`src/rtl/erx_protocol.sv`:
```
// erx_protocol: receive-side protocol stage of the elink.
//   Takes beats from the RX IO deserializer, rebuilds a full emesh packet for
//   every beat (burst beats carry only data/srcaddr), and buffers the packets
//   in a DEPTH-entry FIFO toward emesh. Generates rx_wr_wait/rx_rd_wait
//   pushback from the FIFO occupancy.
//
//   Build option: define ERX_BURST_EN to enable burst reconstruction. When it
//   is undefined, rx_burst is ignored, every valid beat passes verbatim and
//   burst_err is tied to 0.
//
// Ports:
//   clk, nreset        clock, synchronous active-low reset
//   rx_access/burst    beat valid / beat continues previous beat
//   rx_packet          beat contents (PW bits)
//   rx_wr_wait/rd_wait pushback to the IO
//   erx_access/packet  FIFO head toward emesh
//   erx_wait           emesh stall
//   burst_err/ovf_err  sticky error flags
//
// State table (stage-1 FSM, ERX_BURST_EN only):
//   state    | meaning
//   ST_IDLE  | expecting a header; a burst beat here is an orphan
//   ST_BURST | last header was a double write; burst beats are rebuilt
module erx_protocol #(
  parameter int PW    = 104,
  parameter int AW    = 32,
  parameter int DW    = 32,
  parameter int DEPTH = 8
) (
  input  logic          clk,
  input  logic          nreset,
  input  logic          rx_access,
  input  logic          rx_burst,
  input  logic [PW-1:0] rx_packet,
  output logic          rx_wr_wait,
  output logic          rx_rd_wait,
  output logic          erx_access,
  output logic [PW-1:0] erx_packet,
  input  logic          erx_wait,
  output logic          burst_err,
  output logic          ovf_err
);

  localparam int PTRW = $clog2(DEPTH);
  localparam int CW   = PTRW + 1;

  // stage-1 output register
  logic          s1_valid_q;
  logic [PW-1:0] s1_packet_q;

`ifdef ERX_BURST_EN
  localparam int DST_LSB  = 8;
  localparam int DATA_LSB = DST_LSB + AW;
  localparam int SRC_LSB  = DATA_LSB + DW;

  typedef enum logic {ST_IDLE, ST_BURST} state_t;

  state_t        state_q;
  logic          hdr_write_q;
  logic [1:0]    hdr_datamode_q;
  logic [3:0]    hdr_ctrlmode_q;
  logic [AW-1:0] hdr_dstaddr_q;
  logic [AW-1:0] burst_dst_d;
  logic          burst_err_q;

  // natural wrap at 2^AW
  assign burst_dst_d = hdr_dstaddr_q + AW'(8);

  always_ff @(posedge clk) begin
    if (!nreset) begin
      state_q        <= ST_IDLE;
      s1_valid_q     <= 1'b0;
      s1_packet_q    <= '0;
      hdr_write_q    <= 1'b0;
      hdr_datamode_q <= 2'b00;
      hdr_ctrlmode_q <= 4'h0;
      hdr_dstaddr_q  <= '0;
      burst_err_q    <= 1'b0;
    end else begin
      s1_valid_q <= 1'b0;
      if (rx_access) begin
        if (!rx_burst) begin
          s1_valid_q     <= 1'b1;
          s1_packet_q    <= rx_packet;
          hdr_write_q    <= rx_packet[1];
          hdr_datamode_q <= rx_packet[3:2];
          hdr_ctrlmode_q <= rx_packet[7:4];
          hdr_dstaddr_q  <= rx_packet[DST_LSB +: AW];
          state_q        <= (rx_packet[1] && rx_packet[3:2] == 2'b11) ? ST_BURST : ST_IDLE;
        end else if (state_q == ST_BURST) begin
          s1_valid_q    <= 1'b1;
          s1_packet_q   <= {rx_packet[PW-1:SRC_LSB], rx_packet[DATA_LSB +: DW], burst_dst_d,
                            hdr_ctrlmode_q, hdr_datamode_q, hdr_write_q, 1'b1};
          hdr_dstaddr_q <= burst_dst_d;
        end else begin
          // burst beat with no header in front of it
          burst_err_q <= 1'b1;
        end
      end
    end
  end

  assign burst_err = burst_err_q;
`else
  localparam int unused_widths = AW + DW;
  logic unused_burst;
  assign unused_burst = rx_burst;

  always_ff @(posedge clk) begin
    if (!nreset) begin
      s1_valid_q  <= 1'b0;
      s1_packet_q <= '0;
    end else begin
      s1_valid_q <= rx_access;
      if (rx_access) s1_packet_q <= rx_packet;
    end
  end

  assign burst_err = 1'b0;
`endif

  // stage-2 FIFO; the head is presented through registers so a freshly
  // written entry becomes visible one cycle after its write
  logic [PW-1:0]   mem_q [DEPTH];
  logic [PTRW-1:0] wr_ptr_q, rd_ptr_q, rd_ptr_d;
  logic [CW-1:0]   count_q, count_d;
  logic            pop, full, wr_ok, avail;
  logic            erx_access_q;
  logic [PW-1:0]   erx_packet_q;
  logic            ovf_err_q, rx_wr_wait_q, rx_rd_wait_q;

  assign pop   = erx_access_q & ~erx_wait;
  assign full  = (count_q == CW'(DEPTH));
  assign wr_ok = s1_valid_q & (~full | pop);

  always_comb begin
    rd_ptr_d = rd_ptr_q + PTRW'(pop);
    count_d  = count_q + CW'(wr_ok) - CW'(pop);
    // entries already stored before this edge, minus the one leaving now
    avail    = ((count_q - CW'(pop)) != '0);
  end

  always_ff @(posedge clk) begin
    if (wr_ok) mem_q[wr_ptr_q] <= s1_packet_q;
  end

  always_ff @(posedge clk) begin
    if (!nreset) begin
      wr_ptr_q     <= '0;
      rd_ptr_q     <= '0;
      count_q      <= '0;
      erx_access_q <= 1'b0;
      erx_packet_q <= '0;
      ovf_err_q    <= 1'b0;
      rx_wr_wait_q <= 1'b0;
      rx_rd_wait_q <= 1'b0;
    end else begin
      wr_ptr_q     <= wr_ptr_q + PTRW'(wr_ok);
      rd_ptr_q     <= rd_ptr_d;
      count_q      <= count_d;
      erx_access_q <= avail;
      erx_packet_q <= avail ? mem_q[rd_ptr_d] : '0;
      if (s1_valid_q && full && !pop) ovf_err_q <= 1'b1;
      // reads throttled one slot earlier than writes
      rx_wr_wait_q <= (count_q >= CW'(DEPTH - 2));
      rx_rd_wait_q <= (count_q >= CW'(DEPTH - 3));
    end
  end

  assign erx_access = erx_access_q;
  assign erx_packet = erx_packet_q;
  assign ovf_err    = ovf_err_q;
  assign rx_wr_wait = rx_wr_wait_q;
  assign rx_rd_wait = rx_rd_wait_q;

endmodule
```
`config.mk`:
```
export PLATFORM = sky130hd
export DESIGN_NAME = erx_protocol
export DESIGN_NICKNAME = d
export VERILOG_FILES = /design/src/rtl/erx_protocol.sv
export SDC_FILE = /design/constraint.sdc
export NUM_CORES = 1
export LEC_CHECK = 0
export BUFFER_PORTS_ARGS = -buffer_cell sky130_fd_sc_hd__buf_2
export CAP_MARGIN = 15
export CORE_ASPECT_RATIO = 1.5
export CORE_MARGIN = 1.5
export CORE_UTILIZATION = 54
export DETAILED_ROUTE_END_ITERATION = 8
export GPL_TIMING_DRIVEN = 0
export PLACE_DENSITY = 0.76
export SLEW_MARGIN = 40
export SYNTH_ARGS = -nofsm -noshare
export SYNTH_HDL_FRONTEND = slang
export SYNTH_SLANG_ARGS = --single-unit
```
`constraint.sdc`:
```
create_clock -name clk -period 11.36 [get_ports clk]
set_input_delay 0 -clock clk [delete_from_list [all_inputs] [get_ports clk]]
set_output_delay 0 -clock clk [all_outputs]
set_load 0.03 [all_outputs]
```
==> results of run 1 <==
[area by class of cell]
class,instances,area share
antenna,3,0.0001617
buffer,140,0.01531
clock buffer,123,0.05741
clock inverter,49,0.007681
inverter,11,0.0008894
multi-input combinational,1000,0.1873
sequential,1055,0.6343
tap,915,0.02466
timing repair buffer,445,0.07226
[report_power, final]
part,internal (mW),switching [mW]
Clock,1.71,1.39
Combinational,0.514,1.08
Sequential,4.42,0.137
[logic make-up (layout without fill, tap and decap cells)]
family                     Yosys count  in the layout  synth area share
DFF                               1055           1055            0.7586
buffers and inverters              151            768           0.01924
adders and majority gates           12             12          0.004061
AOI/OAI and AO/OA                  321            321           0.06452
xor gates and xnor gates             4              4         0.0009026
and+or+nand+nor                    246            246           0.03864
other                                1              4        0.00009660
muxes                              416            416            0.1140
[layer usage]
layer,global-route usage,vias up,routed length (µm)
li1,-,9716,-
met5,0,-,7
met1,0.3144,11029,35840
met3,0.03490,201,6224
met4,0.1191,2,3554
met2,0.4402,936,47700
[final timing paths]
check / startpoint / endpoint
worst max-delay path: erx_access / erx_packet[47]
worst min-delay path: rx_packet[19] / s1_packet_q[19]
worst max register to register: erx_access / erx_packet[47]
worst min register to register: ovf_err / ovf_err
[metrics by stage]
stage / setup WS, ns / utilization / instances
after floorplan: 2.620 / - / 2206
after global placement: -4.512 / 0.5755 / 3335
after detailed placement: 7.629 / 0.5937 / 3461
after CTS: 7.604 / 0.6508 / 3738
after global routing: 7.562 / 0.6508 / 3738
final: 7.580 / 0.6509 / 3741
[flip-flops by register name (all words and copies together), names as in the netlist]
| register | count |
|---|---|
| rx_rd_wait | 1 |
| rx_wr_wait | 1 |
| count_q | 4 |
| erx_packet | 104 |
| ovf_err | 1 |
| s1_packet_q | 104 |
| erx_access | 1 |
| s1_valid_q | 1 |
| mem_q | 832 |
| rd_ptr_q | 3 |
| wr_ptr_q | 3 |
[cell usage after synthesis (6+ instances only)]
library cell and n:
a2111oi_0 44, a211oi_1 104, a2111oi_1 53, nor3_1 6, buf_6 10, a2111oi_2 7
clkbuf_1 65, buf_2 48, inv_1 11, mux2i_1 208, ha_1 11, buf_4 12
nor2b_1 211, nor2_1 6, and2_1 9, o22ai_1 104, edfxtp_1 832, mux2_2 208
nand2_1 7, dfxtp_1 223
[repair_timing]
item / CTS / global route
resized for setup: 0 / 0
hold endpoints to repair: 105 / 0
hold buffers: 105 / 0
buffers inserted: 0 / 0
[worst register-to-register path, stage by stage, from the launching register on]
cell and delay [ns]:
dfxtp_1 0.34, nand2b_1 0.16, inv_1 0.11, ha_1 0.20, ha_1 0.27, buf_4 0.18
buf_4 0.27, buf_2 0.50, clkbuf_1 0.56, a211oi_1 0.16, a2111oi_1 0.85
==> run_results.csv, run 1 <==
group,metric,value,unit
timing,rsz0062_at_grt,"no",
timing,fin_tns_setup,0,ns
layout,final_area,0.04642,mm²
floorplan,die_h,331.4,µm
logic_synthesis,synthesis.nets,2327,
global_routing,antenna_found_initial,2,
critical_path,path_depth,10,
logic_synthesis,avgSynthCellArea,17.60,µm²
job,maxCapViolations,0,
critical_path,crit_type,"reg -> reg",
timing,setup_viol,0,
clock_tree,cts-root-buf,"clkbuf_16",
logic_synthesis,yosys.area.top_type,"edfxtp_1",
critical_path,cp_num_buf_inv,5,
timing,fin_hold_ws,0.1228,ns
layout,multi_input_comb_area,0.008696,mm²
floorplan,core_region_area,0.07132,mm²
clock_tree,numCtsBuffers,92,
logic_synthesis,async_reset_ff_frac,0,
logic_synthesis,synthesis.area,0.03882,mm²
run_status,status,"complete, no violations",
global_routing,grt_pass1_wl,138500,µm
timing,timing.fmax,264.6,MHz
hold_path,hold_path.class,"in -> reg",
timing,hold_viol_final,0,
pwr,power_density,199.4,mW/mm²
drt,wl,93330,µm
layout,layout-drive-gt1-share,0.2809,
place,hpwl,61750,µm
pwr,cellLeakagePower,16.19,nW
layout,fillers,4698,
layout,layout_commonest_cell,"edfxtp_1",
global_routing,grt_pass1_vias,22692,
clock_tree,cts.htree.levels,3,
floorplan,fp-row-count,120,
layout,area_growth_syn_to_layout,19.59,%
clock_tree,clk_pin_slew_worst_paths,0.07,ns
layout,final_cell_mix,"832 x edfxtp_1, 296 x buf_2, 223 x dfxtp_1",
place,port_buffers,214,
clock_tree,insertion_delay,0.67,ns
timing,relSlewSlack,0.3640,
pwr,power,9.256,mW
critical_path,reg2reg_slack,7.58,ns
pwr,ir_worst_vdd,0.1532,mV
drt,drc,0,
global_routing,track_usage,0.2535,
global_routing,overflow,0,
layout,seq_area,0.02945,mm²
drt,ant_nets,0,
drt,drt-pass1-iter-count,5,
logic_synthesis,synth-seq-cells,1055,
logic_synthesis,synth_seq_area_share,0.7586,
logic_synthesis,synthCells,2206,
critical_path,crit_arrival,4.25,ns
logic_synthesis,synth_ff_type,"edfxtp_1",
timing,tightest_slew,0.9515,ns
logic_synthesis,yosysTopAreaCellShare,0.6436,
drt,wire_per_inst,24.95,µm
critical_path,end_kind,"flop",
floorplan,ios,218,
layout,nNetsFinal,2866,
drt,drt_iter0_markers,1921,
critical_path,required,11.83,ns
global_routing,grt_max_degree,17,
timing,period_share,0.3327,
drt,via_count,21884,
logic_synthesis,netlist_top_cells_area,"edfxtp_1 64%, dfxtp_1 11%, mux2_2 6.0%",
logic_synthesis,synth_cell_types,36,
clock_tree,numClockSinks,1055,
place,placed_area,0.04234,mm²
timing,fin_skew,0.02009,ns
clock_tree,cts_max_path_buffers,3,
critical_path,startpoint_type,"flop",
floorplan,dieArea,0.07354,mm²
drt,via_per_inst,5.850,
critical_path,crit_path_max_fanout,10,
clock_tree,cts_tree,"yes",
place,routabilityCongestion,0.7864,
timing,period_needed,3.780,ns
critical_path,crit_slowest_cell,"a2111oi_1",
floorplan,die_w,221.9,µm
logic_synthesis,synth_edf_count,832,
hold_path,min_path_cells,4,
critical_path,cpPeakStageDelay,0.85,ns
logic_synthesis,yosys_warnings,0,
timing,final_max_slew_viol_count,0,
critical_path,cp_cell_sequence,"nand2b_1, inv_1, ha_1, ha_1, buf_4, buf_4, buf_2, clkbuf_1, a211oi_1, a2111oi_1",
critical_path,timing.critical_path.max_delay_family,"buffers and inverters",
floorplan,initial_core_util,0.5443,
critical_path,ff2ff_path_depth,10,
(Power assumes the default switching activity.)
==> inputs of run 2 (changes only) <==
Settings changed: CORE_UTILIZATION 54 to 60, PLACE_DENSITY 0.76 to 0.8.
Clock period 11.36 ns to 3.7 ns, I/O delays scaled along.
==> run 2 against run 1 <==
- critical path depth is the same
- total power grew to 3.2 times the previous value
- routed wire length grew 1.9%
- combinational power rose to 3.1 times the previous value
- hold slack got worse by 0.0085 ns
- via count rose by 0.96%
- largest cell class unchanged
- count of clock-buffer cells in the layout is 9 lower
- die area shrank 9.9%
- fmax up 3.7%
- sequential power increased to 3.1 times the previous value
==> run_results.csv, run 2 (synthesis gave the netlist of run 1 again) <==
group,metric,value,unit
critical_path,cp_num_buf_inv,5,
pwr,cellLeakagePower,16.19,nW
drt,via_per_inst,6.125,
clock_tree,clk_pin_slew_worst_paths,0.07,ns
floorplan,die_w,210.7,µm
pwr,ir_worst_vdd,0.8293,mV
critical_path,cp_cell_sequence,"nand2b_1, inv_1, ha_1, ha_1, buf_4, buf_4, buf_2, clkbuf_1, a211oi_1, a2111oi_1",
timing,setup_viol,0,
clock_tree,cts-root-buf,"clkbuf_16",
floorplan,dieArea,0.06627,mm²
layout,layout_commonest_cell,"edfxtp_1",
floorplan,die_h,314.5,µm
clock_tree,cts_setup_buffers,0,
global_routing,overflow,0,
clock_tree,cts_max_path_buffers,3,
global_routing,grt_pass1_vias,22823,
critical_path,crit_path_max_fanout,10,
layout,largest_register_ffs,832,
timing,fin_ws,0.05440,ns
floorplan,ios,218,
layout,nNetsFinal,2836,
critical_path,reg2reg_slack,0.05,ns
drt,drc,0,
drt,drt-pass1-iter-count,5,
timing,final_max_slew_viol_count,0,
floorplan,core_region_area,0.06419,mm²
hold_path,min_from,"rx_packet[24]",
place,routabilityCongestion,0.7678,
critical_path,required,4.19,ns
timing,fin_skew,0.02258,ns
timing,timing.fmax,274.3,MHz
drt,wl,95150,µm
timing,period_needed,3.646,ns
hold_path,min_path_cells,4,
layout,regMostFlops,"mem_q",
clock_tree,numClockSinks,1055,
drt,drt_iter0_markers,1899,
timing,rsz0062_at_grt,"no",
critical_path,startpoint_type,"flop",
floorplan,initial_core_util,0.6048,
layout,final_cell_mix,"832 x edfxtp_1, 262 x buf_2, 221 x dfxtp_1",
critical_path,ff2ff_path_depth,10,
global_routing,track_usage,0.2881,
critical_path,cpPeakStageDelay,0.70,ns
global_routing,grt_max_degree,18,
critical_path,end_kind,"flop",
layout,area_growth_syn_to_layout,20.26,%
clock_tree,insertion_delay,0.66,ns
place,hpwl,61240,µm
drt,ant_nets,0,
drt,wire_per_inst,26.38,µm
timing,hold_viol_final,0,
layout,fillers,3686,
job,maxCapViolations,0,
hold_path,holdPathEnd,"s1_packet_q[24]",
layout,layout-drive-gt1-share,0.2789,
critical_path,crit_slowest_cell,"a2111oi_1",
critical_path,r2r_end,"erx_packet[41]",
layout,instances_no_fill,3607,
place,dp_cells,3328,
clock_tree,numCtsBuffers,92,
clock_tree,cts_tree,"yes",
global_routing,grt_pass1_wl,140000,µm
floorplan,fp-row-count,114,
global_routing,antenna_found_initial,3,
critical_path,crit_type,"reg -> reg",
critical_path,timing.critical_path.max_delay_family,"buffers and inverters",
place,dp_slack,-0.1184,ns
pwr,power_density,625.6,mW/mm²
place,port_buffers,214,
timing,relSlewSlack,0.4772,
drt,via_count,22093,
place,placed_area,0.04234,mm²
clock_tree,cts.htree.levels,3,
critical_path,crit_arrival,4.13,ns
layout,final_area,0.04668,mm²
hold_path,hold_path.class,"in -> reg",
timing,period_share,0.9853,
critical_path,r2r-start,"erx_access",
timing,tightest_slew,0.7644,ns
run_status,status,"complete, no violations",
-- run 2: cell types whose count changed in the layout (fill, tap and decap cells not counted), moves of 4 or more --
cell       change
buf_6         +41
clkbuf_8      -10
buf_2         -34
bufinv_16     +11
inv_4          -6
buf_4         -41
clkbuf_1       -4
nor3_2         -4
nor3_4         +4
-- run 2: area by class of cell --
type	count	area [µm²]	share of cell area
diodes	2	5.005	0.0001072
flip-flops and latches	1055	29450	0.6309
clock buffers	114	2574	0.05513
multi-input cells	1000	8763	0.1877
plain buffers	140	714.4	0.01530
repair buffers	415	3423	0.07333
well taps	812	1016	0.02176
inverters	11	41.29	0.0008844
clock inverters	58	694.4	0.01487
-- run 2: layer usage --
metal,wire (µm),up-vias,track usage
met5,13,-,0
met4,3678,2,0.1367
met3,6411,226,0.03432
met2,49230,1148,0.4971
met1,35810,11053,0.3648
li1,-,9664,-
-- run 2: timing repair --
action,in CTS,in global routing
hold buffers,105,0
gates resized for setup,5,4
setup endpoints to repair,5,4
endpoints found under the hold margin,105,0
-- run 2: power by group --
group | internal, mW | switching (mW)
Sequential | 13.6 | 0.449
Clock | 5.91 | 4.35
Combinational | 1.60 | 3.32
Total | 21.1 | 8.12
-- run 2: metrics by stage --
stage               total power, mW  utilization  hold WS [ns]  TNS [ns]
floorplan                     17.14            -        0.1695   -109.96
global placement              18.86       0.6391        0.2553  -1621.69
detailed placement            19.04       0.6596        0.2631   -0.1443
CTS                           29.24       0.7271       0.09666         0
global route                  30.00       0.7273        0.1414         0
finish                        29.21       0.7273        0.1142         0
-- run 2: how the worst max path moves through the flow --
| stage | start | endpoint | slack [ns] | cells after the start |
|---|---|---|---|---|
| 2_1_floorplan | count_q[2] | mem_q[0][0] | -0.86 | 5 |
| 3_3_place_gp | count_q[1] | mem_q[0][52] | -4.04 | 4 |
| 3_5_place_dp | erx_access | erx_packet[47] | -0.12 | 10 |
| 4_1_cts | erx_access | erx_packet[80] | 0.01 | 10 |
| 5_1_grt | erx_access | erx_packet[88] | 0.001 | 10 |
| 6_report | erx_access | erx_packet[41] | 0.05 | 10 |
-- run 2: worst reg2reg max path: stages (launching register included) --
cell and delay, ns:
dfxtp_4 0.35, nand2b_1 0.16, inv_1 0.14, ha_1 0.21, ha_1 0.27, buf_4 0.18
buf_4 0.26, buf_2 0.47, clkbuf_1 0.55, a211oi_1 0.18, a2111oi_1 0.70
